--- src/rtl/color_filter_pkg.sv ---
// Shared constants and types for the colour filter: mode encoding,
// fixed-point coefficient rows and the per-channel coefficient selector.
package color_filter_pkg;

    localparam int COEF_FRAC = 8;

    typedef enum logic [1:0] {
        MODE_BYPASS = 2'd0,
        MODE_SEPIA  = 2'd1,
        MODE_GRAY   = 2'd2,
        MODE_INVERT = 2'd3
    } mode_e;

    typedef struct packed {
        logic [7:0] c0;
        logic [7:0] c1;
        logic [7:0] c2;
    } coef_row_t;

    localparam coef_row_t SEPIA_R   = '{c0: 8'd101, c1: 8'd197, c2: 8'd48};
    localparam coef_row_t SEPIA_G   = '{c0: 8'd89,  c1: 8'd176, c2: 8'd43};
    localparam coef_row_t SEPIA_B   = '{c0: 8'd70,  c1: 8'd137, c2: 8'd34};
    localparam coef_row_t GRAY_Y    = '{c0: 8'd77,  c1: 8'd150, c2: 8'd29};
    localparam coef_row_t COEF_ZERO = '{c0: 8'd0,   c1: 8'd0,   c2: 8'd0};

    // Bypass and invert never use the MAC result, so their rows are zero.
    function automatic coef_row_t coef_sel(input mode_e mode, input logic [1:0] ch);
        coef_row_t row;
        row = COEF_ZERO;
        case (mode)
            MODE_SEPIA: begin
                case (ch)
                    2'd0:    row = SEPIA_R;
                    2'd1:    row = SEPIA_G;
                    default: row = SEPIA_B;
                endcase
            end
            MODE_GRAY: row = GRAY_Y;
            default:   row = COEF_ZERO;
        endcase
        return row;
    endfunction

endpackage

--- src/rtl/color_filter_mac3.sv ---
// One output channel: three registered products, sum, >>COEF_FRAC, saturate,
// with a registered alternate value that overrides the MAC result.
module color_mac3
    import color_filter_pkg::*;
#(
    parameter int WIDTH = 8
) (
    input  logic             clk,
    input  logic             rst,
    input  logic [WIDTH-1:0] a,
    input  logic [WIDTH-1:0] b,
    input  logic [WIDTH-1:0] c,
    input  coef_row_t        coef,
    input  logic             alt_sel,
    input  logic [WIDTH-1:0] alt_val,
    output logic [WIDTH-1:0] y
);

    localparam int PW = WIDTH + 8;
    localparam int SW = WIDTH + 10;
    localparam logic [WIDTH-1:0] PIX_MAX = {WIDTH{1'b1}};

    logic [PW-1:0]    p0_r, p1_r, p2_r;
    logic             alt_sel_r;
    logic [WIDTH-1:0] alt_val_r;
    logic [SW-1:0]    sum_s;
    logic [SW-1:0]    shifted_s;
    logic [WIDTH-1:0] sat_s;

    // Product stage: the three channel-by-coefficient multiplies.
    always_ff @(posedge clk) begin
        if (!rst) begin
            p0_r      <= {PW{1'b0}};
            p1_r      <= {PW{1'b0}};
            p2_r      <= {PW{1'b0}};
            alt_sel_r <= 1'b0;
            alt_val_r <= {WIDTH{1'b0}};
        end else begin
            p0_r      <= {{8{1'b0}}, a} * {{WIDTH{1'b0}}, coef.c0};
            p1_r      <= {{8{1'b0}}, b} * {{WIDTH{1'b0}}, coef.c1};
            p2_r      <= {{8{1'b0}}, c} * {{WIDTH{1'b0}}, coef.c2};
            alt_sel_r <= alt_sel;
            alt_val_r <= alt_val;
        end
    end

    // Sum, drop the fractional bits, clamp anything above full scale.
    always_comb begin
        sum_s     = {2'b00, p0_r} + {2'b00, p1_r} + {2'b00, p2_r};
        shifted_s = sum_s >> COEF_FRAC;
        if (|shifted_s[SW-1:WIDTH]) begin
            sat_s = PIX_MAX;
        end else begin
            sat_s = shifted_s[WIDTH-1:0];
        end
    end

    // Output stage: registered result or alternate value.
    always_ff @(posedge clk) begin
        if (!rst) begin
            y <= {WIDTH{1'b0}};
        end else if (alt_sel_r) begin
            y <= alt_val_r;
        end else begin
            y <= sat_s;
        end
    end

endmodule

--- src/rtl/color_filter.sv ---
// Three-stage per-pixel colour filter (bypass/sepia/grayscale/invert) with a
// sideband delayed in lockstep with the pixel data.
module color_filter
    import color_filter_pkg::*;
#(
    parameter int WIDTH  = 8,
    parameter int USER_W = 21
) (
    input  logic              clk,
    input  logic              rst,
    input  logic [1:0]        mode,
    input  logic              valid_in,
    input  logic [WIDTH-1:0]  r_in,
    input  logic [WIDTH-1:0]  g_in,
    input  logic [WIDTH-1:0]  b_in,
    input  logic [USER_W-1:0] user_in,
    output logic              valid_out,
    output logic [WIDTH-1:0]  r_out,
    output logic [WIDTH-1:0]  g_out,
    output logic [WIDTH-1:0]  b_out,
    output logic [USER_W-1:0] user_out
);

    localparam logic [WIDTH-1:0] PIX_MAX = {WIDTH{1'b1}};

    logic [WIDTH-1:0]  r_r, g_r, b_r;
    mode_e             mode_r;
    logic              valid_r, valid_d_r;
    logic [USER_W-1:0] user_r, user_d_r;
    logic              alt_sel_s;
    logic [WIDTH-1:0]  alt_r_s, alt_g_s, alt_b_s;
    coef_row_t         coef_r_s, coef_g_s, coef_b_s;

    // Input stage: the mode is captured here and travels with the pixel.
    always_ff @(posedge clk) begin
        if (!rst) begin
            r_r     <= {WIDTH{1'b0}};
            g_r     <= {WIDTH{1'b0}};
            b_r     <= {WIDTH{1'b0}};
            mode_r  <= MODE_BYPASS;
            valid_r <= 1'b0;
            user_r  <= {USER_W{1'b0}};
        end else begin
            r_r     <= r_in;
            g_r     <= g_in;
            b_r     <= b_in;
            mode_r  <= mode_e'(mode);
            valid_r <= valid_in;
            user_r  <= user_in;
        end
    end

    // Valid and sideband follow the two MAC stages.
    always_ff @(posedge clk) begin
        if (!rst) begin
            valid_d_r <= 1'b0;
            user_d_r  <= {USER_W{1'b0}};
            valid_out <= 1'b0;
            user_out  <= {USER_W{1'b0}};
        end else begin
            valid_d_r <= valid_r;
            user_d_r  <= user_r;
            valid_out <= valid_d_r;
            user_out  <= user_d_r;
        end
    end

    // Bypass and invert skip the multipliers via the alternate path.
    always_comb begin
        alt_sel_s = 1'b0;
        alt_r_s   = r_r;
        alt_g_s   = g_r;
        alt_b_s   = b_r;
        if (mode_r == MODE_INVERT) begin
            alt_sel_s = 1'b1;
            alt_r_s   = PIX_MAX - r_r;
            alt_g_s   = PIX_MAX - g_r;
            alt_b_s   = PIX_MAX - b_r;
        end else if (mode_r == MODE_BYPASS) begin
            alt_sel_s = 1'b1;
        end else begin
            alt_sel_s = 1'b0;
        end
    end

    // Coefficient rows for each output channel from the registered mode.
    always_comb begin
        coef_r_s = coef_sel(mode_r, 2'd0);
        coef_g_s = coef_sel(mode_r, 2'd1);
        coef_b_s = coef_sel(mode_r, 2'd2);
    end

    color_mac3 #(.WIDTH(WIDTH)) u_mac_r (
        .clk(clk), .rst(rst), .a(r_r), .b(g_r), .c(b_r), .coef(coef_r_s),
        .alt_sel(alt_sel_s), .alt_val(alt_r_s), .y(r_out)
    );

    color_mac3 #(.WIDTH(WIDTH)) u_mac_g (
        .clk(clk), .rst(rst), .a(r_r), .b(g_r), .c(b_r), .coef(coef_g_s),
        .alt_sel(alt_sel_s), .alt_val(alt_g_s), .y(g_out)
    );

    color_mac3 #(.WIDTH(WIDTH)) u_mac_b (
        .clk(clk), .rst(rst), .a(r_r), .b(g_r), .c(b_r), .coef(coef_b_s),
        .alt_sel(alt_sel_s), .alt_val(alt_b_s), .y(b_out)
    );

endmodule
--- config.mk ---
export PLATFORM = sky130hd
export DESIGN_NAME = color_filter
export DESIGN_NICKNAME = d
export VERILOG_FILES = /design/src/rtl/color_filter_pkg.sv /design/src/rtl/color_filter_mac3.sv /design/src/rtl/color_filter.sv
export SDC_FILE = /design/constraint.sdc
export NUM_CORES = 1
export LEC_CHECK = 0
export CAP_MARGIN = 10
export CORE_MARGIN = 1
export CORE_UTILIZATION = 55
export DETAILED_ROUTE_END_ITERATION = 16
export PLACE_DENSITY = 0.78
export SLEW_MARGIN = 20
export SYNTH_ARGS = -nofsm -noshare
export SYNTH_HDL_FRONTEND = slang
export SYNTH_SLANG_ARGS = --single-unit
--- constraint.sdc ---
create_clock -name clk -period 10.8 [get_ports clk]
set_input_delay 1.08 -clock clk [delete_from_list [all_inputs] [get_ports clk]]
set_output_delay 1.08 -clock clk [all_outputs]
set_load 0.01 [all_outputs]
==> flow_summary.yaml <==
global_route:
  grt_pass1_vias: 17000
  antenna_found_initial: 0
  gr-total-overflow: 0
  top_usage_layer: "met2"
  grtUsageMet2_pct: 43.9
  grt_pass1_wl_mm: 86.1
  gr-usage-all-layers_pct: 26.3
  met3_usage_pct: 5.67
  grt_start_max_net_pins: 95
  use_met1_pct: 32.6
worst_hold_path:
  worstHoldPathType: "flop to flop"
  hold_start: "user_r[10]"
  holdPathEnd: "user_d_r[10]"
  min_path_cells: 1
route:
  first_iter_violations: 751
  wl_per_cell_um: 17.2
  route.detailed.drc: 0
  drtAntennaViolNets: 0
  via_per_inst: 5.30
  vias: 16400
  wirelength_mm: 53.0
  firstDrtPassIters: 5
floorplanning:
  die_width_um: 205
  pin_count: 96
  core_area_sq_um: 40800
  rows: 74
  die_h_um: 205
  initial_core_util_pct: 55.8
  fp.dieArea_sq_um: 42200
cts:
  cts_setup_buffers: 0
  clock_path_buffers: 3
  cts_buffers: 34
  clkTransAtPathRegs_ns: 0.06
  clockRootBuffer: "clkbuf_16"
  clk_latency_ns: 0.55
  postCtsHoldBufs: 0
  ctsHtreeMaxLevel: 2
  cts_resized: 0
  cts_tree: "done"
  clock_sinks: 273
synth:
  yosysSeqAreaShare_pct: 24.0
  synth-seq-cells: 273
  ys.flop_type: "dfxtp_1"
  ys_types: 68
  syn_nets: 3088
  synth_edf_count: 0
  synth_area_per_cell_sq_um: 9.33
  synth_cells: 2440
  async_reset_ff_share_pct: 0
  synth_area_sq_um: 22800
  ys_warn_count: 0
final_layout:
  diodes: 0
  nets: 3180
  area_growth_pct: 11.4
  final_cell_mix: "434 x inv_1, 427 x ha_1, 273 x dfxtp_1, 171 x fa_1, 166 x nor2_1"
  fin_area_sq_um: 25400
  layout_commonest_cell: "inv_1"
  drive_gt1_share_pct: 3.41
timing:
  worst_pin_slew_ns: 0.931
  clock_skew_ns: 0.0127
  slew_violations: 0
  period_needed_ns: 5.44
  finalHoldViolations: 0
  fin_crit_sh_pct: 50.3
  relSlewSlack_pct: 38.0
  final.setup.tns_ns: 0
  finalSetupViolations: 0
  rsz0062_at_grt: "no"
  fmax_ghz: 0.184
flow_run:
  drv_cap: 0
critical_path:
  cp.required_ns: 11.26
  worst-setup-path-type: "flop to flop"
  r2r_slack_ns: 5.36
  path_max_fanout: 27
  cp-start-kind: "flop"
  endpoint_kind: "flop"
  reg2reg_depth: 20
  worstPathArrival_ns: 5.90
  r2r-start: "mode_r[0]"
  worst_r2r_endpoint: "u_mac_b.p2_r[13]"
placement:
  place_area_sq_um: 24200
  place.gp.congestion: 0.959
  port_buffers: 95
  dp_hpwl_mm: 43.1
power_and_ir_drop:
  p_leak_nw: 13.7
  p_per_area_nw_per_um2: 113
  ir_worst_vdd_v: 0.000122
run_status:
  status: "completed"
[layer usage]
layer	part of all wire, %	vias to the layer above
met5	0	-
met4	4.1	0
met3	6.1	114
met2	46	424
met1	43	7706
li1	-	8120
[cells in the mapped netlist, types with 29 or more instances]
| library cell | count | area, sq um |
|---|---|---|
| inv_1 | 434 | 1630 |
| ha_1 | 427 | 5340 |
| dfxtp_1 | 273 | 5470 |
| fa_1 | 171 | 3420 |
| nor2_1 | 166 | 623 |
| and2_1 | 146 | 913 |
| xnor2_1 | 113 | 990 |
| a21oi_1 | 100 | 500 |
| nand2_1 | 80 | 300 |
| o21ai_0 | 78 | 390 |
| a21o_1 | 50 | 375 |
| nor2b_1 | 41 | 257 |
| xor2_1 | 36 | 315 |
| clkbuf_1 | 35 | 131 |
| nor3_1 | 29 | 145 |
[flip-flops by register name, indices dropped and copies added (netlist names), 13 cells and up]
signal / flops
u_mac_b.p1_r: 16
u_mac_b.p0_r: 15
user_d_r: 21
u_mac_b.p2_r: 15
u_mac_r.p2_r: 14
u_mac_g.p2_r: 15
u_mac_r.p0_r: 15
u_mac_g.p1_r: 15
u_mac_g.p0_r: 13
u_mac_r.p1_r: 14
user_r: 21
user_out: 21
[worst max-delay path: stages, from the launching register on]
cell and delay, ns:
dfxtp_1 0.37, inv_1 0.06, ha_1 0.20, buf_4 0.23
nand2_1 0.38, inv_1 0.21, fa_1 0.50, fa_1 0.54
inv_1 0.05, fa_1 0.47, fa_1 0.55, inv_1 0.04
ha_1 0.30, o21ai_0 0.14, a21boi_0 0.18, o21ai_0 0.16
nand2_1 0.10, a21o_1 0.18, a21o_1 0.20, a31oi_1 0.24
mux2i_1 0.24
[cells by family (layout without fill, tap and decap cells)]
kind of cell             count (synthesis)  after routing  share of synthesized area [%]
adder cells (fa/ha/maj)                598            598                           38.5
AND/OR/NAND/NOR                        566            566                           12.8
buffers and inverters                  481            596                           8.09
AO/OA/AOI/OAI                          369            369                           10.7
flip-flops                             273            273                           24.0
XOR/XNOR                               149            149                           5.73
multiplexers                             4              4                          0.187
[cell type report]
cell class,instances,area (sq um)
sequential,273,5470
clock inverter,19,219
clock buffer,40,913
inverter,435,1630
timing repair buffer,102,1000
fill,3369,15500
multi-input combinational,1686,15500
tap,532,666
[power by group]
part,leakage [nW],switching [W],internal [W],total (W)
clock network,0.544,0.000468,0.000685,0.00115
logic,10.9,0.000340,0.000267,0.000607
registers,2.24,0.0000359,0.00107,0.00111
total,13.7,0.000844,0.00202,0.00287
[through the flow]
stage	total power, W	setup slack, ns	hold slack (ns)	cells	util, %
after floorplan	0.00154	5.89	0.412	2440	-
after global placement	0.00171	5.69	0.413	3028	59.3
after detailed placement	0.00173	5.48	0.419	3028	59.3
after CTS	0.00289	5.43	0.431	3087	62.1
after global routing	0.00301	5.08	0.440	3087	62.1
final	0.00287	5.36	0.430	3087	62.1
[worst max-delay path by stage]
stage / start / to / slack, ns / cells past startpoint
2_1_floorplan: mode_r[0] / u_mac_b.p2_r[13] / 5.89 / 21
3_3_place_gp: mode_r[0] / u_mac_b.p2_r[13] / 5.69 / 20
3_5_place_dp: mode_r[0] / u_mac_b.p2_r[13] / 5.48 / 20
4_1_cts: mode_r[0] / u_mac_b.p2_r[13] / 5.43 / 20
5_1_grt: mode_r[0] / u_mac_g.p0_r[13] / 5.08 / 20
6_report: mode_r[0] / u_mac_b.p2_r[13] / 5.36 / 20
(Power assumes the default switching activity.)
